<file path="config.mk">
export PLATFORM = sky130hd
export DESIGN_NAME = sqrt_scheduler
export DESIGN_NICKNAME = d
export VERILOG_FILES = /design/src/rtl/sqrt_pkg.sv /design/src/rtl/isqrt_core.sv /design/src/rtl/sqrt_scheduler.sv
export SDC_FILE = /design/constraint.sdc
export NUM_CORES = 1
export LEC_CHECK = 0
export ABC_AREA = 0
export CORE_ASPECT_RATIO = 1.5
export CORE_MARGIN = 10
export CORE_UTILIZATION = 50
export DETAILED_ROUTE_END_ITERATION = 7
export GPL_TIMING_DRIVEN = 0
export PLACE_DENSITY = 0.86
export SLEW_MARGIN = 5
export SYNTH_ARGS = -nofsm -noshare
export SYNTH_HDL_FRONTEND = slang
export SYNTH_HIERARCHICAL = 1
export SYNTH_SLANG_ARGS = --single-unit
</file>
<file path="constraint.sdc">
create_clock -name clk -period 8 [get_ports clk]
set_clock_uncertainty 0.1 [all_clocks]
set_input_delay 2.4 -clock clk [delete_from_list [all_inputs] [get_ports clk]]
set_output_delay 2.4 -clock clk [all_outputs]
set_load 0.01 [all_outputs]
</file>
<file path="src/rtl/sqrt_pkg.sv">
// Shared types and constants for the time-shared integer square-root engine.
package sqrt_pkg;

  localparam int DEF_WIDTH = 32;
  localparam int DEF_N_REQ = 4;

  typedef enum logic [1:0] {
    IDLE = 2'd0,
    BUSY = 2'd1,
    DONE = 2'd2
  } state_e;

  function automatic int id_width(input int n);
    return (n > 1) ? $clog2(n) : 1;
  endfunction

  // Floor square root by greedy bit setting; used by scoreboards.
  function automatic logic [31:0] ref_isqrt(input logic [63:0] x);
    logic [63:0] r;
    logic [63:0] t;
    r = 64'd0;
    for (int b = 31; b >= 0; b--) begin
      t = r | (64'd1 << b);
      if (t * t <= x) r = t;
    end
    return r[31:0];
  endfunction

endpackage

</file>
<file path="src/rtl/isqrt_core.sv">
// Digit-by-digit integer square root: one root bit per cycle, MSB first.
module isqrt_core
  import sqrt_pkg::*;
#(
  parameter int WIDTH = DEF_WIDTH
) (
  input  logic               clk,
  input  logic               rst_n,
  input  logic               start,
  input  logic [WIDTH-1:0]   radicand,
  output logic               busy,
  output logic               done,
  output logic [WIDTH/2-1:0] root,
  output logic [WIDTH/2:0]   rem
);

  localparam int H  = WIDTH / 2;
  localparam int CW = (H > 1) ? $clog2(H) : 1;

  logic [WIDTH-1:0] x_r, x_src_s;
  logic [H-1:0]     root_r, root_src_s, root_nxt_s;
  logic [H:0]       rem_r, rem_src_s, rem_nxt_s, diff_s;
  logic [H+2:0]     rem_t_s, trial_s;
  logic             ge_s;
  logic [CW-1:0]    cnt_r;
  logic             busy_r, done_r;

  // Iteration datapath; the start cycle already performs the first step.
  always_comb begin
    if (start) begin
      x_src_s    = radicand;
      root_src_s = '0;
      rem_src_s  = '0;
    end else begin
      x_src_s    = x_r;
      root_src_s = root_r;
      rem_src_s  = rem_r;
    end
    rem_t_s    = {rem_src_s, x_src_s[WIDTH-1 -: 2]};
    trial_s    = {1'b0, root_src_s, 2'b01};
    ge_s       = (rem_t_s >= trial_s);
    diff_s     = rem_t_s[H:0] - trial_s[H:0];
    rem_nxt_s  = ge_s ? diff_s : rem_t_s[H:0];
    root_nxt_s = {root_src_s[H-2:0], ge_s};
  end

  // Shift/subtract state and iteration counter.
  always_ff @(posedge clk or negedge rst_n) begin
    if (!rst_n) begin
      x_r    <= '0;
      root_r <= '0;
      rem_r  <= '0;
      cnt_r  <= '0;
      busy_r <= 1'b0;
      done_r <= 1'b0;
    end else begin
      done_r <= 1'b0;
      if (start) begin
        x_r    <= {x_src_s[WIDTH-3:0], 2'b00};
        root_r <= root_nxt_s;
        rem_r  <= rem_nxt_s;
        cnt_r  <= CW'(H - 1);
        busy_r <= 1'b1;
      end else if (busy_r) begin
        x_r    <= {x_src_s[WIDTH-3:0], 2'b00};
        root_r <= root_nxt_s;
        rem_r  <= rem_nxt_s;
        cnt_r  <= cnt_r - CW'(1);
        if (cnt_r == CW'(1)) begin
          busy_r <= 1'b0;
          done_r <= 1'b1;
        end
      end
    end
  end

  assign busy = busy_r;
  assign done = done_r;
  assign root = root_r;
  assign rem  = rem_r;

endmodule

</file>
<file path="src/rtl/sqrt_scheduler.sv">
// Round-robin front end sharing one isqrt_core among N_REQ requesters,
// with a single registered valid/ready response channel.
module sqrt_scheduler
  import sqrt_pkg::*;
#(
  parameter int N_REQ = DEF_N_REQ,
  parameter int WIDTH = DEF_WIDTH
) (
  input  logic                        clk,
  input  logic                        rst_n,
  input  logic [N_REQ-1:0]            req_valid,
  output logic [N_REQ-1:0]            req_ready,
  input  logic [N_REQ*WIDTH-1:0]      req_data,
  output logic                        resp_valid,
  input  logic                        resp_ready,
  output logic [WIDTH/2-1:0]          resp_root,
  output logic [WIDTH/2:0]            resp_rem,
  output logic [id_width(N_REQ)-1:0]  resp_id
);

  localparam int IDW = id_width(N_REQ);
  localparam int PW  = IDW + 1;

  state_e           state_r, state_nxt_s;
  logic [IDW-1:0]   rr_ptr_r, grant_s, next_ptr_s, id_r, resp_id_r;
  logic [IDW:0]     idx_s, inc_s;
  logic             found_s, hit_s, start_s;
  logic [WIDTH-1:0] radicand_s;
  logic             core_busy_s, core_done_s;
  logic [WIDTH/2-1:0] core_root_s, resp_root_r;
  logic [WIDTH/2:0]   core_rem_s, resp_rem_r;
  logic             resp_valid_r;

  // Round-robin search starting at rr_ptr, wrapping modulo N_REQ.
  always_comb begin
    found_s = 1'b0;
    grant_s = '0;
    idx_s   = '0;
    hit_s   = 1'b0;
    for (int k = 0; k < N_REQ; k++) begin
      idx_s   = {1'b0, rr_ptr_r} + PW'(k);
      idx_s   = (idx_s >= PW'(N_REQ)) ? (idx_s - PW'(N_REQ)) : idx_s;
      hit_s   = !found_s && req_valid[idx_s[IDW-1:0]];
      grant_s = hit_s ? idx_s[IDW-1:0] : grant_s;
      found_s = found_s | hit_s;
    end
    inc_s      = {1'b0, grant_s} + PW'(1);
    next_ptr_s = (inc_s >= PW'(N_REQ)) ? '0 : inc_s[IDW-1:0];
  end

  assign radicand_s = req_data[int'(grant_s)*WIDTH +: WIDTH];

  // FSM next-state and request accept.
  always_comb begin
    state_nxt_s = state_r;
    req_ready   = '0;
    start_s     = 1'b0;
    case (state_r)
      IDLE: begin
        if (found_s) begin
          req_ready[grant_s] = 1'b1;
          start_s            = 1'b1;
          state_nxt_s        = BUSY;
        end else begin
          state_nxt_s = IDLE;
        end
      end
      BUSY: begin
        // A core that stops without reporting done returns us to IDLE.
        if (core_done_s) begin
          state_nxt_s = DONE;
        end else if (core_busy_s) begin
          state_nxt_s = BUSY;
        end else begin
          state_nxt_s = IDLE;
        end
      end
      DONE: begin
        if (resp_ready) begin
          state_nxt_s = IDLE;
        end else begin
          state_nxt_s = DONE;
        end
      end
      default: state_nxt_s = IDLE;
    endcase
  end

  // State, arbitration pointer and response registers.
  always_ff @(posedge clk or negedge rst_n) begin
    if (!rst_n) begin
      state_r      <= IDLE;
      rr_ptr_r     <= '0;
      id_r         <= '0;
      resp_valid_r <= 1'b0;
      resp_root_r  <= '0;
      resp_rem_r   <= '0;
      resp_id_r    <= '0;
    end else begin
      state_r <= state_nxt_s;
      if (start_s) begin
        rr_ptr_r <= next_ptr_s;
        id_r     <= grant_s;
      end
      if (core_done_s) begin
        resp_valid_r <= 1'b1;
        resp_root_r  <= core_root_s;
        resp_rem_r   <= core_rem_s;
        resp_id_r    <= id_r;
      end else if (resp_valid_r && resp_ready) begin
        resp_valid_r <= 1'b0;
      end
    end
  end

  isqrt_core #(.WIDTH(WIDTH)) u_core (
    .clk      (clk),
    .rst_n    (rst_n),
    .start    (start_s),
    .radicand (radicand_s),
    .busy     (core_busy_s),
    .done     (core_done_s),
    .root     (core_root_s),
    .rem      (core_rem_s)
  );

  assign resp_valid = resp_valid_r;
  assign resp_root  = resp_root_r;
  assign resp_rem   = resp_rem_r;
  assign resp_id    = resp_id_r;

endmodule

</file>
==> summary.txt <==
Timing
  • Fin crit share: 0.9734
  • Least-Margin Pin Slew: between 0.7 and 0.8 ns
  • Slew Limit Fails: 0
  • Final Hold Viols: 0
  • Final setup fails: 0
  • Timing-limited maximum frequency: about 130 MHz
  • Min Tclk post-route: about 7.8 ns
  • Unrepaired setup endpoints after global routing: no
  • Setup TNS Final: 0 ns
  • Worst relative slew slack: 0.4776

Detailed routing
  • Post-detailed-route DRC marker count: 0
  • WL final: approximately 27000 µm
  • Via density per instance: a little over 6
  • Post-route antenna net violation count: 0
  • First DRT Iteration DRCs: approximately 640
  • Drt wl/cell: 21.57 µm
  • Pre-Repair DR Iteration Count: 7
  • Via count of the routed design: 7641

CTS
  • Clock Pin Slew Worst Setup and Hold Paths: 0.07 ns
  • Root buffer cell: sky130_fd_sc_hd__clkbuf_16
  • Later-pin clock latency in the skew report: 0.35 ns
  • CTS H-tree depth: 3
  • CTS tree: done
  • Buffers from clock root to sink, at most: 2
  • Num CTS Buffers: 9
  • Clock tree sinks: 111
  • Hold-fix buffers, CTS: 0

Yosys
  • Dominant cells by area after synthesis: sky130_fd_sc_hd__dfrtp_1 (36%), sky130_fd_sc_hd__mux2i_1 (6.5%), sky130_fd_sc_hd__mux2_2 (5.1%), sky130_fd_sc_hd__nand2_1 (4.9%), sky130_fd_sc_hd__nand3_1 (4.4%)
  • Syn Nets: 1008
  • Post-synth design cell area: 7690 µm²
  • YS warnings: 6
  • Mean instance size in the synthesized netlist: 9.026 µm²
  • Most area-hungry cell type in the Yosys netlist: sky130_fd_sc_hd__dfrtp_1
  • Gate count of the mapped netlist: 852
  • Top cell type's share of synthesized area: 0.3612
  • Number of distinct standard cells referenced by the synthesized netlist: 58
  • Fraction of synthesis flops using an asynchronous set or reset pin: 1.000
  • Flip-flop and latch count after synthesis: 111
  • Number of synthesized flops with an enable pin: 0
  • Share of the yosys chip area belonging to registers: 0.3612
  • Most instantiated flip-flop cell in the synthesis netlist: sky130_fd_sc_hd__dfrtp_1

Worst hold path
  • Path type of the worst min-delay path: flop to flop
  • Source of the worst hold timing path: state_r[1]
  • Worst Hold Endpoint: state_r[0]
  • Cell depth of the worst min-delay path: 1

Run status
  • Result of the run: finished, final reports clean

Floorplanning
  • Die height: 171.9 µm
  • Placeable core region: around 15000 µm²
  • Die width: 121.3 µm
  • I/O pin count: 175
  • Initial cell density of the core: 0.5103
  • Standard-cell row count: 55
  • Die area: about 21000 µm²

Cells and area
  • Area growth from synthesis to final layout: 30.17%
  • Final nets: 1194
  • Number of inserted filler cells in the final layout: 1245
  • Register Area: 2778 µm²
  • Number of cells in the finished layout apart from fillers: 1241
  • Final antenna diode count: 0
  • Fraction of final layout cells with drive strength greater than 1: 0.07678
  • Commonest cells after routing, fill and taps aside: sky130_fd_sc_hd__clkdlybuf4s50_1 (173), sky130_fd_sc_hd__dfrtp_1 (111), sky130_fd_sc_hd__nand2_1 (100)
  • Area occupied by multi-input gates: 4484 µm²
  • Most common library cell in the layout ignoring fill and taps: sky130_fd_sc_hd__clkdlybuf4s50_1

Setup path
  • Worst-path maximum fanout: 10
  • Crit. End Element: output port
  • Critical path class: input port to output port
  • Reg-to-reg slack, setup: 3.02 ns
  • Path depth of the worst reg2reg path: 16
  • Data required, critical path: approximately 5.5 ns
  • Data arrival time of the worst path: 5.29 ns
  • Crit Reg-Reg Startpoint: state_r[1]
  • Startpoint Class: input port
  • Destination of the worst register-to-register timing path: u_core/rem[16]

GRT
  • Wire length of the first global-routing pass: 42000 µm
  • GRT Residual Overflow: 0
  • Initial antenna violation count: 0
  • Maximum number of pins on one net before global-route repair: 62
  • Total routing usage reported by global routing: 0.2547
  • Vias in the first global route: 8040

Placed design
  • Number of buffers added on ports: 174
  • HPWL after detailed placement: 20730 µm
  • Total placed cells including tap cells: between 1000 and 1500
  • Global placement routability congestion: 1.057

Pwr
  • PnR Total Power: 3.967 mW
  • Standby leakage power: 4.245 nW
  • Pwr dens: between 300 and 400 nW/µm²
  • Max VDD drop: 0.0002259 V

Run
  • Max-cap check violation count: 0
==> worst max-delay path by stage <==
| stage | start | endpoint | slack (ns) | depth (start not counted) |
|---|---|---|---|---|
| 2_1_floorplan | req_valid[2] | req_ready[3] | 1.69 | 8 |
| 3_3_place_gp | req_valid[0] | req_ready[3] | 0.19 | 9 |
| 3_5_place_dp | req_valid[0] | req_ready[3] | 0.18 | 9 |
| 4_1_cts | req_valid[0] | req_ready[3] | 0.17 | 9 |
| 5_1_grt | req_valid[2] | req_ready[3] | 0.14 | 10 |
| 6_report | req_valid[2] | req_ready[3] | 0.21 | 10 |
==> cells in the mapped netlist, types with 4 or more instances <==
| cell | count |
|---|---|
| sky130_fd_sc_hd__buf_2 | 8 |
| sky130_fd_sc_hd__buf_6 | 6 |
| sky130_fd_sc_hd__inv_2 | 4 |
| sky130_fd_sc_hd__o22ai_1 | 8 |
| sky130_fd_sc_hd__o21ai_0 | 42 |
| sky130_fd_sc_hd__inv_1 | 9 |
| sky130_fd_sc_hd__nand3_1 | 67 |
| sky130_fd_sc_hd__and3_1 | 4 |
| sky130_fd_sc_hd__nor2_1 | 22 |
| sky130_fd_sc_hd__a31oi_1 | 11 |
| sky130_fd_sc_hd__nand2b_1 | 4 |
| sky130_fd_sc_hd__nor4_1 | 35 |
| sky130_fd_sc_hd__mux2i_1 | 50 |
| sky130_fd_sc_hd__mux2_2 | 35 |
| sky130_fd_sc_hd__nor3_1 | 8 |
| sky130_fd_sc_hd__a21oi_1 | 22 |
| sky130_fd_sc_hd__a221oi_1 | 33 |
| sky130_fd_sc_hd__nand2_1 | 100 |
| sky130_fd_sc_hd__ha_1 | 21 |
| sky130_fd_sc_hd__clkbuf_1 | 61 |
| sky130_fd_sc_hd__buf_1 | 8 |
| sky130_fd_sc_hd__nor3b_1 | 32 |
| sky130_fd_sc_hd__a21bo_1 | 32 |
| sky130_fd_sc_hd__nor2b_1 | 30 |
| sky130_fd_sc_hd__xnor2_1 | 12 |
| sky130_fd_sc_hd__dfrtp_1 | 111 |
| sky130_fd_sc_hd__a32oi_1 | 32 |
==> state kept, by name, summed over array words and instances (netlist names) <==
name / cells
state_r: 2
u_core/x_r: 30
resp_rem: 17
u_core/done: 1
rr_ptr_r: 2
u_core/root: 16
resp_root: 16
u_core/busy: 1
u_core/rem: 17
resp_id: 2
u_core/cnt_r: 4
resp_valid: 1
id_r: 2
==> cell families (layout without fill, tap and decap cells) <==
| kind of cell | Yosys count | after routing | share of synthesized area |
|---|---|---|---|
| compound gates | 204 | 204 | 0.2016 |
| xor+xnor | 15 | 15 | 0.01708 |
| fa+ha+maj | 21 | 21 | 0.03417 |
| buf+inv | 99 | 289 | 0.05613 |
| flops | 111 | 111 | 0.3612 |
| mux | 87 | 87 | 0.1193 |
| simple gates | 315 | 315 | 0.2105 |
==> area by class of cell <==
| cell class | count | area share |
|---|---|---|
| Buffer | 85 | 0.03788 |
| Inverter | 14 | 0.005250 |
| Tap cell | 199 | 0.02488 |
| Clock inverter | 6 | 0.007500 |
| Clock buffer | 9 | 0.02250 |
| Sequential cell | 111 | 0.2775 |
| Timing Repair Buffer | 175 | 0.1765 |
| Multi-Input combinational cell | 642 | 0.4480 |
==> report_power, final <==
part | total, mW | internal, mW | leakage, nW | switching [mW]
Combinational | 2.55 | 1.11 | 2.69 | 1.44
Clock | 0.455 | 0.247 | 0.145 | 0.208
Sequential | 0.967 | 0.810 | 1.41 | 0.157
Total | 3.97 | 2.17 | 4.25 | 1.80
==> what timing repair did <==
action,4_1_cts,5_1_grt
gates resized for setup,0,1
buffers inserted,0,0
endpoints found under the setup margin,0,1
hold endpoints to repair,0,0
==> per-stage QoR <==
stage          utilization  hold slack [ns]  setup slack, ns  instance area, µm²
2_1_floorplan            -           0.3343            1.689                7690
4_1_cts             0.6639           0.3777           0.1735               10010
3_3_place_gp        0.6423           0.3557           0.1940                9681
3_5_place_dp        0.6440           0.3630           0.1766                9706
5_1_grt             0.6642           0.4193           0.1378               10010
6_report            0.6642           0.3740           0.2130               10010
==> per-layer routing <==
metal | global-route usage | vias up | wire (µm)
li1 | - | 3539 | -
met1 | 0.2536 | 3628 | 9099
met2 | 0.4684 | 385 | 14040
met3 | 0.06266 | 89 | 2228
met4 | 0.1461 | 0 | 1393
met5 | 0 | - | 0
==> worst max-delay path, stage by stage <==
cell and delay [ns]:
sky130_fd_sc_hd__clkdlybuf4s50_1 0.53, sky130_fd_sc_hd__nor2b_1 0.18, sky130_fd_sc_hd__buf_6 0.15, sky130_fd_sc_hd__a211o_1 0.27, sky130_fd_sc_hd__nand2_1 0.17, sky130_fd_sc_hd__inv_2 0.20, sky130_fd_sc_hd__clkbuf_1 0.46, sky130_fd_sc_hd__ha_1 0.23
sky130_fd_sc_hd__and2_1 0.13, sky130_fd_sc_hd__clkdlybuf4s50_1 0.55
(Power assumes the default switching activity.)
